**src/rtl/light_pkg.sv**
```systemverilog
// Shared definitions for the traffic-light phase sequencer: state encoding,
// default phase lengths and the phase-order helper.
package light_pkg;

    localparam int LONG_T_DEF  = 8;
    localparam int SHORT_T_DEF = 3;
    localparam int CLR_T_DEF   = 1;
    localparam int TMR_W       = 4;

    typedef enum logic [2:0] {
        S_NG  = 3'd0,
        S_NY  = 3'd1,
        S_AR1 = 3'd2,
        S_EG  = 3'd3,
        S_EY  = 3'd4,
        S_AR2 = 3'd5
    } phase_e;

    // Cyclic successor of a phase; unused codes fall back to north green.
    function automatic phase_e next_phase(input phase_e p);
        phase_e n;
        case (p)
            S_NG:    n = S_NY;
            S_NY:    n = S_AR1;
            S_AR1:   n = S_EG;
            S_EG:    n = S_EY;
            S_EY:    n = S_AR2;
            default: n = S_NG;
        endcase
        return n;
    endfunction

endpackage

```
**src/rtl/phase_timer.sv**
```systemverilog
// Down-counting phase timer: loads a value on strobe, otherwise decrements
// toward zero and saturates there. Everything is frozen while en_i is low.
module phase_timer #(
    parameter int          W       = 4,
    parameter logic [W-1:0] RST_VAL = '0
) (
    input  logic         clk,
    input  logic         rst,
    input  logic         en_i,
    input  logic         load_i,
    input  logic [W-1:0] load_val_i,
    output logic [W-1:0] cnt_o,
    output logic         zero_o
);

    logic [W-1:0] cnt_q;

    // Counter register: reload has priority over decrement, no wrap below 0.
    always_ff @(posedge clk or posedge rst) begin
        if (rst) begin
            cnt_q <= RST_VAL;
        end else if (en_i) begin
            if (load_i) begin
                cnt_q <= load_val_i;
            end else if (cnt_q != '0) begin
                cnt_q <= cnt_q - 1'b1;
            end
        end
    end

    assign cnt_o  = cnt_q;
    assign zero_o = (cnt_q == '0);

endmodule

```
**src/rtl/light_phase_sequencer.sv**
```systemverilog
// Two-approach traffic-light sequencer. North holds green until an east car
// is waiting; east green is cut short once its minimum has elapsed and the
// sensor clears. Lamps are decoded purely from the state register.
module light_phase_sequencer
    import light_pkg::*;
#(
    parameter int LONG_T  = LONG_T_DEF,
    parameter int SHORT_T = SHORT_T_DEF,
    parameter int CLR_T   = CLR_T_DEF
) (
    input  logic       clk,
    input  logic       R,
    input  logic       C,
    input  logic       EN,
    output logic       NR,
    output logic       NG,
    output logic       NY,
    output logic       ER,
    output logic       EG,
    output logic       EY,
    output logic [2:0] phase,
    output logic [3:0] tmr
);

    localparam logic [TMR_W-1:0] LONG_LD  = TMR_W'(LONG_T - 1);
    localparam logic [TMR_W-1:0] SHORT_LD = TMR_W'(SHORT_T - 1);
    localparam logic [TMR_W-1:0] CLR_LD   = TMR_W'(CLR_T - 1);
    // East green may end early once the count has fallen to this value,
    // i.e. after SHORT_T cycles of green.
    localparam logic [TMR_W-1:0] EG_EARLY = TMR_W'(LONG_T - SHORT_T);

    phase_e             state_q, state_d;
    logic               load_d;
    logic [TMR_W-1:0]   load_val_d;
    logic [TMR_W-1:0]   tmr_cnt;
    logic               tmr_zero;

    phase_timer #(
        .W       (TMR_W),
        .RST_VAL (LONG_LD)
    ) u_timer (
        .clk        (clk),
        .rst        (R),
        .en_i       (EN),
        .load_i     (load_d),
        .load_val_i (load_val_d),
        .cnt_o      (tmr_cnt),
        .zero_o     (tmr_zero)
    );

    // State register; reset aborts any phase straight back to north green.
    always_ff @(posedge clk or posedge R) begin
        if (R) begin
            state_q <= S_NG;
        end else if (EN) begin
            state_q <= state_d;
        end
    end

    // Next-state decision and timer reload, taken on the same edge.
    always_comb begin
        state_d = state_q;
        load_d  = 1'b0;
        if (EN) begin
            case (state_q)
                S_NG: begin
                    if (tmr_zero && C) begin
                        state_d = next_phase(state_q);
                        load_d  = 1'b1;
                    end
                end
                S_EG: begin
                    if (tmr_zero || (!C && (tmr_cnt <= EG_EARLY))) begin
                        state_d = next_phase(state_q);
                        load_d  = 1'b1;
                    end
                end
                default: begin
                    if (tmr_zero) begin
                        state_d = next_phase(state_q);
                        load_d  = 1'b1;
                    end
                end
            endcase
        end
    end

    // Reload value is the length of the phase being entered, minus one.
    always_comb begin
        load_val_d = CLR_LD;
        case (state_d)
            S_NG, S_EG: load_val_d = LONG_LD;
            S_NY, S_EY: load_val_d = SHORT_LD;
            default:    load_val_d = CLR_LD;
        endcase
    end

    // Moore lamp decode: one lamp per approach, greens mutually exclusive.
    always_comb begin
        NR = 1'b0; NG = 1'b0; NY = 1'b0;
        ER = 1'b0; EG = 1'b0; EY = 1'b0;
        case (state_q)
            S_NG:    begin NG = 1'b1; ER = 1'b1; end
            S_NY:    begin NY = 1'b1; ER = 1'b1; end
            S_EG:    begin NR = 1'b1; EG = 1'b1; end
            S_EY:    begin NR = 1'b1; EY = 1'b1; end
            default: begin NR = 1'b1; ER = 1'b1; end
        endcase
    end

    assign phase = state_q;
    assign tmr   = tmr_cnt;

endmodule

```
**config.mk**
```make
export PLATFORM = sky130hd
export DESIGN_NAME = light_phase_sequencer
export DESIGN_NICKNAME = d
export VERILOG_FILES = /design/src/rtl/light_pkg.sv /design/src/rtl/phase_timer.sv /design/src/rtl/light_phase_sequencer.sv
export SDC_FILE = /design/constraint.sdc
export NUM_CORES = 1
export LEC_CHECK = 0
export BUFFER_PORTS_ARGS = -buffer_cell sky130_fd_sc_hd__buf_2
export CAP_MARGIN = 20
export CORE_AREA = 2 2 40 42
export DETAILED_ROUTE_END_ITERATION = 6
export DIE_AREA = 0 0 42 44
export GPL_TIMING_DRIVEN = 1
export PLACE_DENSITY_LB_ADDON = 0.15
export SETUP_SLACK_MARGIN = 0.15
export SYNTH_ARGS = -nofsm -noshare
export SYNTH_HDL_FRONTEND = slang
export SYNTH_SLANG_ARGS = --single-unit
export TNS_END_PERCENT = 20
```
**constraint.sdc**
```tcl
create_clock -name clk -period 2.65 [get_ports clk]
set_clock_uncertainty 0.15 [all_clocks]
set_input_delay 0.1325 -clock clk [delete_from_list [all_inputs] [get_ports clk]]
set_output_delay 0.1325 -clock clk [all_outputs]
set_load 0.005 [all_outputs]
```
## After elaboration in Yosys (flattened, before gate mapping)

Index checks and enable logic that the tools add are counted.

- Reduce and logical (&&, ||, !) cells: 14
- Add/sub/neg operators: 1
- Equality and inequality tests: 7
- Muxes and demuxes: 20
- Order comparisons: 1

Operators with widths:

| kind | count |
|---|---|
| $mux 3 | 4 |
| $pmux 3 s2 | 2 |
| $mux 1 | 10 |
| $eq 3x2->1 const B | 3 |
| $pmux 3 s3 | 1 |
| $mux 4 | 2 |
| $reduce_or 2->1 | 4 |
| $eq 3x1->1 const B | 2 |
| $eq 3x3->1 const B | 2 |
| $logic_not 3->1 | 2 |
| $le 4x3->1 const B | 1 |
| $logic_not 4->1 | 1 |
| $reduce_bool 4->1 | 1 |
| $sub 4x1->4 const B | 1 |
| $logic_and 1x1->1 | 2 |
| $pmux 1 s2 | 1 |
| $reduce_and 2->1 | 1 |
| $reduce_bool 2->1 | 1 |
| $logic_not 1->1 | 1 |
| $logic_or 1x1->1 | 1 |

- Output and inout port bits: 13
- Input port bits: 4
- Logic and storage cells: 45
- Bits in registers: 7

## Depth between registers and ports, before layout

Gate-level depths: netlist of run 1.

- Word-level depth: 10
- Gate-level depth with buffers: 8
- Depth with buffers taken out: 7

## By module

A second synthesis of run 1 with hierarchy kept.

- Cell total of the unflattened synthesis: 75
- Area, all modules: 636.9 um^2

Modules (own cells, without submodules):

| module | area each (um^2) | times used | cells an instance |
|---|---|---|---|
| light_phase_sequencer | 341.6 | 1 | 44 |
| phase_timer | 295.3 | 1 | 31 |

## Worst setup path before layout of run 1

Ideal clock, no wire load.

- Kind: reg2reg
- From: register u_timer.cnt_q[0] (netlist: u_timer.cnt_o[0])
- To: register u_timer.cnt_q[2] (netlist: u_timer.cnt_o[2])
- Cell stages (with the launch flop): 9
- Arrival: 1.918 ns
- Setup time: 0.081 ns
- Path slack: 0.500 ns
- Data required time: 2.419 ns
- Cell sequence: dfstp_2 -> inv_1 -> ha_1 -> or3b_1 -> buf_6 -> nor2_1 -> o211a_1 -> or4_1 -> o211ai_1

- Longest elaborated chain between the ends: 10
- Elaborated cells between the ends (all ways): 28

Ends and longest elaborated chain:

| element | line | text |
|---|---|---|
| start: declaration | phase_timer.sv:16 | `logic [W-1:0] cnt_q;` |
| start signal: assignment | phase_timer.sv:24 | `cnt_q <= load_val_i;` |
| start signal: assignment | phase_timer.sv:26 | `cnt_q <= cnt_q - 1'b1;` |
| $le 4x3->1 | light_phase_sequencer.sv:73 | `if (tmr_zero \|\| (!C && (tmr_cnt <= EG_EARLY))) begin` |
| $logic_and 1x1->1 | light_phase_sequencer.sv:73 |  |
| $logic_or 1x1->1 | light_phase_sequencer.sv:73 |  |
| $mux 3 | light_phase_sequencer.sv:73 |  |
| $pmux 3 s2 | light_phase_sequencer.sv:65 | `case (state_q)` |
| $mux 3 | light_phase_sequencer.sv:64 | `if (EN) begin` |
| $eq 3x1->1, or another cell as far along | light_phase_sequencer.sv:91 | `case (state_d)` |
| $reduce_or 2->1 | light_phase_sequencer.sv:91 |  |
| $pmux 3 s2 | light_phase_sequencer.sv:91 |  |
| $mux 4 | phase_timer.sv:23 | `if (load_i) begin` |

Several ways; a longest one is shown, not always the timed one. The select of a mux whose other input is x is not followed.
A chain may end at the register's enable or synchronous reset.

## Final worst setup path of run 1

Same ends and word-level chain as after synthesis.

==> results of run 1 <==
-- how the worst min path moves through the flow --
stage,from,to,slack [ns],cells after the start
detailed placement,R,phase[0],-0.08,2
global route,C,u_timer.cnt_o[0],0.19,4
finish,C,u_timer.cnt_o[0],0.16,4
floorplan,R,phase[0],-0.22,1
CTS,C,u_timer.cnt_o[0],0.16,4
global placement,R,phase[0],-0.09,2
-- logic make-up (layout without fill, tap and decap cells) --
family,count (synthesis),in the layout,synth area share (%)
AO/OA/AOI/OAI,19,19,28.9
XOR/XNOR,2,2,2.68
adder cells (fa/ha/maj),3,3,5.74
buffers and inverters,11,28,8.60
flip-flops,7,7,27.3
AND/OR/NAND/NOR,30,30,26.8
-- worst reg2reg max path, stage by stage (launching register included) --
cell,delay [ns]
dfstp_2,0.57
inv_1,0.07
ha_1,0.21
or3b_1,0.32
nor2_1,0.11
o211a_1,0.25
or4_1,0.48
o211ai_1,0.10
-- sequential cells by signal, indices dropped and copies added, names as in the netlist --
register and cells:
phase 3, u_timer.cnt_o 4
-- synthesized netlist by cell type, drive strengths merged --
cell type and instances:
nor2 9, inv 7, o211ai 5, dfrtp 4, dfstp 3, ha 3
or3 3, a22oi 2, buf 2, clkbuf 2, nand2 2, nor2b 2
nor3 2, or2 2, a2111o 1, a21boi 1, a221o 1, a2bb2oi 1
a31oi 1, and2 1, nand2b 1, nand3 1, nand4b 1, nand4bb 1
nor3b 1, nor4 1, o2111ai 1, o211a 1, o21a 1, o21ai 1
o311ai 1, o31ai 1, o41ai 1, or2b 1, or3b 1, or4 1
xnor2 1, xor2 1
-- cell usage in the layout (no fill, tap or decap), types with 3 or more instances in the layout --
cell and instances:
buf_2 16, o211ai_1 5, dfstp_2 3, nor2_1 9
inv_1 6, ha_1 3, dfrtp_1 4, or3_1 3
clkbuf_4 3
-- per-layer routing --
layer  part of all wire, %  vias up  track usage [%]
li1                      -      303                -
met2                    48       24             30.3
met3                   6.3        0             3.75
met5                     0        -                0
met1                    45      266             20.3
met4                     0        0             3.87
-- stage by stage --
step	area [um2]	hold WS [ns]	power, uW	worst slack (ns)	utilization, %
after floorplan	654	-0.216	643	0.500	-
after global placement	724	-0.0851	774	0.391	51.1
after detailed placement	724	-0.0847	776	0.346	51.1
after CTS	761	0.157	875	0.319	53.6
after global routing	761	0.192	953	0.189	53.6
final	761	0.165	869	0.314	53.6
-- what timing repair did --
action                                 in CTS  in global routing
resized for setup                           0                  0
endpoints found under the hold margin       7                  0
hold buffers                                1                  0
-- layout make-up --
class / count / area share, %
multi-input combinational: 54 / 55.1
sequential: 7 / 23.5
timing repair buffer: 17 / 11.8
clock buffer: 4 / 3.45
inverter: 7 / 3.45
tap: 16 / 2.63
-- power breakdown --
group	total, uW	leakage [uW]	internal [uW]	switching [uW]
sequential	277	0.0000790	176	100
combinational	497	0.000252	235	262
clock	95.7	0.0000150	57.4	38.3
==> results.ini, run 1 <==
[setup_path]
crit_fanout=6
start_kind=register
arrival_ns=2.36
startpoint=u_timer.cnt_o[0]
worstReg2RegEnd=u_timer.cnt_o[2]
crit_chain=inv_1, ha_1, or3b_1, nor2_1, o211a_1, or4_1, o211ai_1
cpLargestDelayFamily=simple AND/OR/NAND/NOR gates
rr_startpoint=u_timer.cnt_o[0]
critPathKind=register to register
reg2reg_slack_ns=0.31
crit_path_end_kind=register
required_ns=2.67
crit_buf_inv=1
rr_worst_depth=7
max_stage_delay_ns=0.57
critical_path_cell_count=7
crit_path_top_delay_cell=dfstp_2
critPathCapture=u_timer.cnt_o[2]

[synthesis]
synth.top_cell.area_share_pct=15.3
synth-seq-cells=7
yosysTopAreaCell=dfrtp_1
netlist-cell-type-count=40
synth_nets=79
syn_inst=72
ys_top_cells_by_area=dfrtp_1 15%, dfstp_2 12%, ha_1 5.7%
syn_area_per_cell_um2=9.09
synth-seq-area-share_pct=27.3
syn-cell-area_um2=654
yosysWarnings=0

[layout]
drive_above_1_share_pct=32.6
nFillCells=141
fin_cells=105
multi_input_area_um2=419
seqCellArea_um2=179
nets=97
insertedDiodeCount=0
synthToLayoutAreaGrowth_pct=16.3

[drt]
via_per_inst=5.65
ant_nets=0
drt_first_pass_iters=4
drt_iter0_drc=13
num_vias=593
drt_drc_violations_left=0
wl_um=1420
wire_per_inst_um=13.6

[floorplan]
die_h_um=44
die_x_um=42
start_util_pct=46.1
core_um2=1420
rows=14
die_area_um2=1850
io_pins=17

[placed_design]
gp_congestion=0.769
dp_cells=100
portBuffers=16
dp.final_hpwl_um=1130

[cts]
post_cts_buffers=0
clk_pin_slew_ns=0.05
cts_sinks=7
clk_root_buffer_cell=clkbuf_4
cts_tree=yes
cts_buffers=3
cts_max_level=1
clock_path_buffers=2
clk_latency_ns=0.25

[status]
status=complete, no violations

[sta]
worst-slew-pin-transition_ns=0.429
rsz0062_at_grt=no
drv_slew=0
setup_tns_ns=0
hold_viol_final=0
fin_crit_ns=2.34
max_freq_mhz=428
finalCritPeriodShare_pct=88.2
slew_headroom_pct=71.3
setup_violations=0

[global_routing]
antenna_found_initial=0
grt_first_pass_wirelength_um=2370
grt-ovfl-total=0
grt_pass1_vias=564
grt_max_degree=12
grt_use_total_pct=16.8

[power]
ir_worst_vdd_uv=639
pwr_density_cell_nw_per_um2=1140
p_leak_uw=0.000346

[run]
cap_viol_max_count=0

[worst_hold_path]
min_path_type=input port to register

(Power assumes the default switching activity.)
==> run 2: changes to the inputs <==
--- a/config.mk
+++ b/config.mk
@@ -7,9 +7,9 @@
 export LEC_CHECK = 0
 export BUFFER_PORTS_ARGS = -buffer_cell sky130_fd_sc_hd__buf_2
 export CAP_MARGIN = 20
-export CORE_AREA = 2 2 40 42
+export CORE_AREA = 2 2 42 44
 export DETAILED_ROUTE_END_ITERATION = 6
-export DIE_AREA = 0 0 42 44
+export DIE_AREA = 0 0 44 46
 export GPL_TIMING_DRIVEN = 1
 export PLACE_DENSITY_LB_ADDON = 0.15
 export SETUP_SLACK_MARGIN = 0.15
==> run 2 against run 1 <==
  * Core utilization shrank 6.4 points
  * Clock power decreased by 0.8%
  * Fmax increased by 0.74%
  * Register-to-register slack gained 0.02 ns
  * Global-route usage shrank 1.4 points
  * First-iteration DRC count increased by 77%
  * Critical path type unchanged
==> results.ini, run 2 (synthesis results as in run 1) <==
[status]
status=complete, no violations

[sta]
drv_slew=0  ; unchanged
finalCritPeriodShare_pct=87.5  ; -0.64 points
setup_violations=0  ; unchanged
rsz0062_at_grt=no
setup_tns_ns=0  ; unchanged
fin_crit_ns=2.32  ; -0.0171 ns
slew_headroom_pct=71.9  ; +0.55 points
hold_viol_final=0  ; unchanged
max_freq_mhz=431  ; +0.74%
worst-slew-pin-transition_ns=0.420  ; -0.00826 ns

[setup_path]
crit_path_end_kind=register
crit_path_top_delay_cell=dfstp_2
reg2reg_slack_ns=0.33  ; +0.02 ns
start_kind=register
arrival_ns=2.34  ; -0.02 ns
max_stage_delay_ns=0.57  ; about the same
crit_buf_inv=1  ; unchanged
crit_fanout=6  ; unchanged
critPathKind=register to register
cpLargestDelayFamily=simple AND/OR/NAND/NOR gates
worstReg2RegEnd=u_timer.cnt_o[2]
crit_chain=inv_1, ha_1, or3b_1, nor2_1, o211a_1, or4_1, o211ai_1
rr_worst_depth=7  ; unchanged
critical_path_cell_count=7  ; unchanged
required_ns=2.67  ; about the same
rr_startpoint=u_timer.cnt_o[0]

[power]
pwr_density_cell_nw_per_um2=1150  ; +0.34%
ir_worst_vdd_uv=464  ; -27%
p_leak_uw=0.000346  ; unchanged

[drt]
via_per_inst=5.81  ; +2.9%
wl_um=1470  ; +3.0%
num_vias=616  ; +3.9%
drt_drc_violations_left=0  ; unchanged
ant_nets=0  ; unchanged
drt_first_pass_iters=4  ; unchanged
wire_per_inst_um=13.8  ; +2.0%
drt_iter0_drc=23  ; +10

[layout]
drive_above_1_share_pct=32.6  ; unchanged
layout_common_cells=16 x buf_2, 9 x nor2_1, 6 x inv_1
final_common_cell=buf_2
nets=97  ; unchanged
largest_reg_flops=4  ; unchanged
insertedDiodeCount=0  ; unchanged
fin_cells=106  ; +0.95%
nFillCells=164  ; +16%
synthToLayoutAreaGrowth_pct=16.4

[floorplan]
core_um2=1610  ; +14%
die_x_um=44  ; +4.8%
die_h_um=46  ; +4.5%
rows=15  ; +1
die_area_um2=2020  ; +9.5%
io_pins=17  ; unchanged
start_util_pct=40.5  ; -5.6 points

[global_routing]
antenna_found_initial=0  ; unchanged
grt_max_degree=12  ; unchanged
grt-ovfl-total=0  ; unchanged
grt_use_total_pct=15.4  ; -1.4 points
grt_first_pass_wirelength_um=2340  ; -1.4%
grt_pass1_vias=523  ; -7.3%

[run]
cap_viol_max_count=0  ; unchanged

[cts]
cts_max_level=1  ; unchanged
clk_pin_slew_ns=0.05  ; about the same
cts_resized=0  ; unchanged
clk_latency_ns=0.25  ; about the same
cts_tree=yes
clock_path_buffers=2  ; unchanged
clk_root_buffer_cell=clkbuf_4
cts_buffers=3  ; unchanged
cts_sinks=7  ; unchanged

[placed_design]
dp_cells=101  ; +1.0%
portBuffers=16  ; unchanged
dp.final_hpwl_um=1150  ; +2.1%
gp_congestion=0.835  ; +8.5%

[worst_hold_path]
min_path_type=input port to register
hold_depth=4  ; unchanged
holdPathEnd=u_timer.cnt_o[0]
worstHoldStart=EN

## run 2: timing repair
| item | in CTS | in global routing |
|---|---|---|
| hold buffers | 1 | 0 |
| endpoints found under the hold margin | 7 | 0 |
| buffers inserted | 0 | 0 |
## run 2: routing by layer
metal / GRT usage, % / vias up / part of all wire (%)
met3: 3.17 / 4 / 4.9
met1: 18.9 / 302 / 45
met2: 26.2 / 11 / 49
li1: - / 299 / -
met5: 0 / - / 0
met4: 6.06 / 0 / 1.0
## run 2: area by class of cell
| class | count | area [um2] | share of cell area [%] |
|---|---|---|---|
| Tap cell | 17 | 21.3 | 2.79 |
| Multi-Input combinational cell | 54 | 419 | 55.0 |
| Sequential cell | 7 | 179 | 23.5 |
| Timing Repair Buffer | 17 | 90.1 | 11.8 |
| Inverter | 7 | 26.3 | 3.45 |
| Clock buffer | 4 | 26.3 | 3.45 |
## run 2: stage by stage
stage	util (%)	hold WS, ns	area (um2)	setup slack [ns]	power [uW]
3_5_place_dp	45.0	-0.0790	726	0.354	779
6_report	47.2	0.173	762	0.331	874
5_1_grt	47.2	0.191	762	0.196	963
4_1_cts	47.2	0.173	762	0.337	880
3_3_place_gp	45.0	-0.0857	726	0.397	776
2_1_floorplan	-	-0.216	654	0.500	643
## run 2: power by group
group          total [uW]  switching (uW)  internal (uW)
clock network        94.9            37.6           57.3
logic                 499             265            234
registers             279             103            176
## run 2: worst max path at each step
stage	to	from	slack, ns
floorplan	u_timer.cnt_o[2]	u_timer.cnt_o[0]	0.50
global placement	u_timer.cnt_o[2]	u_timer.cnt_o[0]	0.40
detailed placement	u_timer.cnt_o[2]	u_timer.cnt_o[0]	0.35
CTS	u_timer.cnt_o[2]	u_timer.cnt_o[0]	0.34
global route	u_timer.cnt_o[2]	u_timer.cnt_o[1]	0.20
finish	u_timer.cnt_o[2]	u_timer.cnt_o[0]	0.33
## run 2: worst reg2reg max path, cell delays in order (launching register included)
cell	delay, ns
dfstp_2	0.57
inv_1	0.07
ha_1	0.21
or3b_1	0.32
nor2_1	0.11
o211a_1	0.25
or4_1	0.47
o211ai_1	0.10
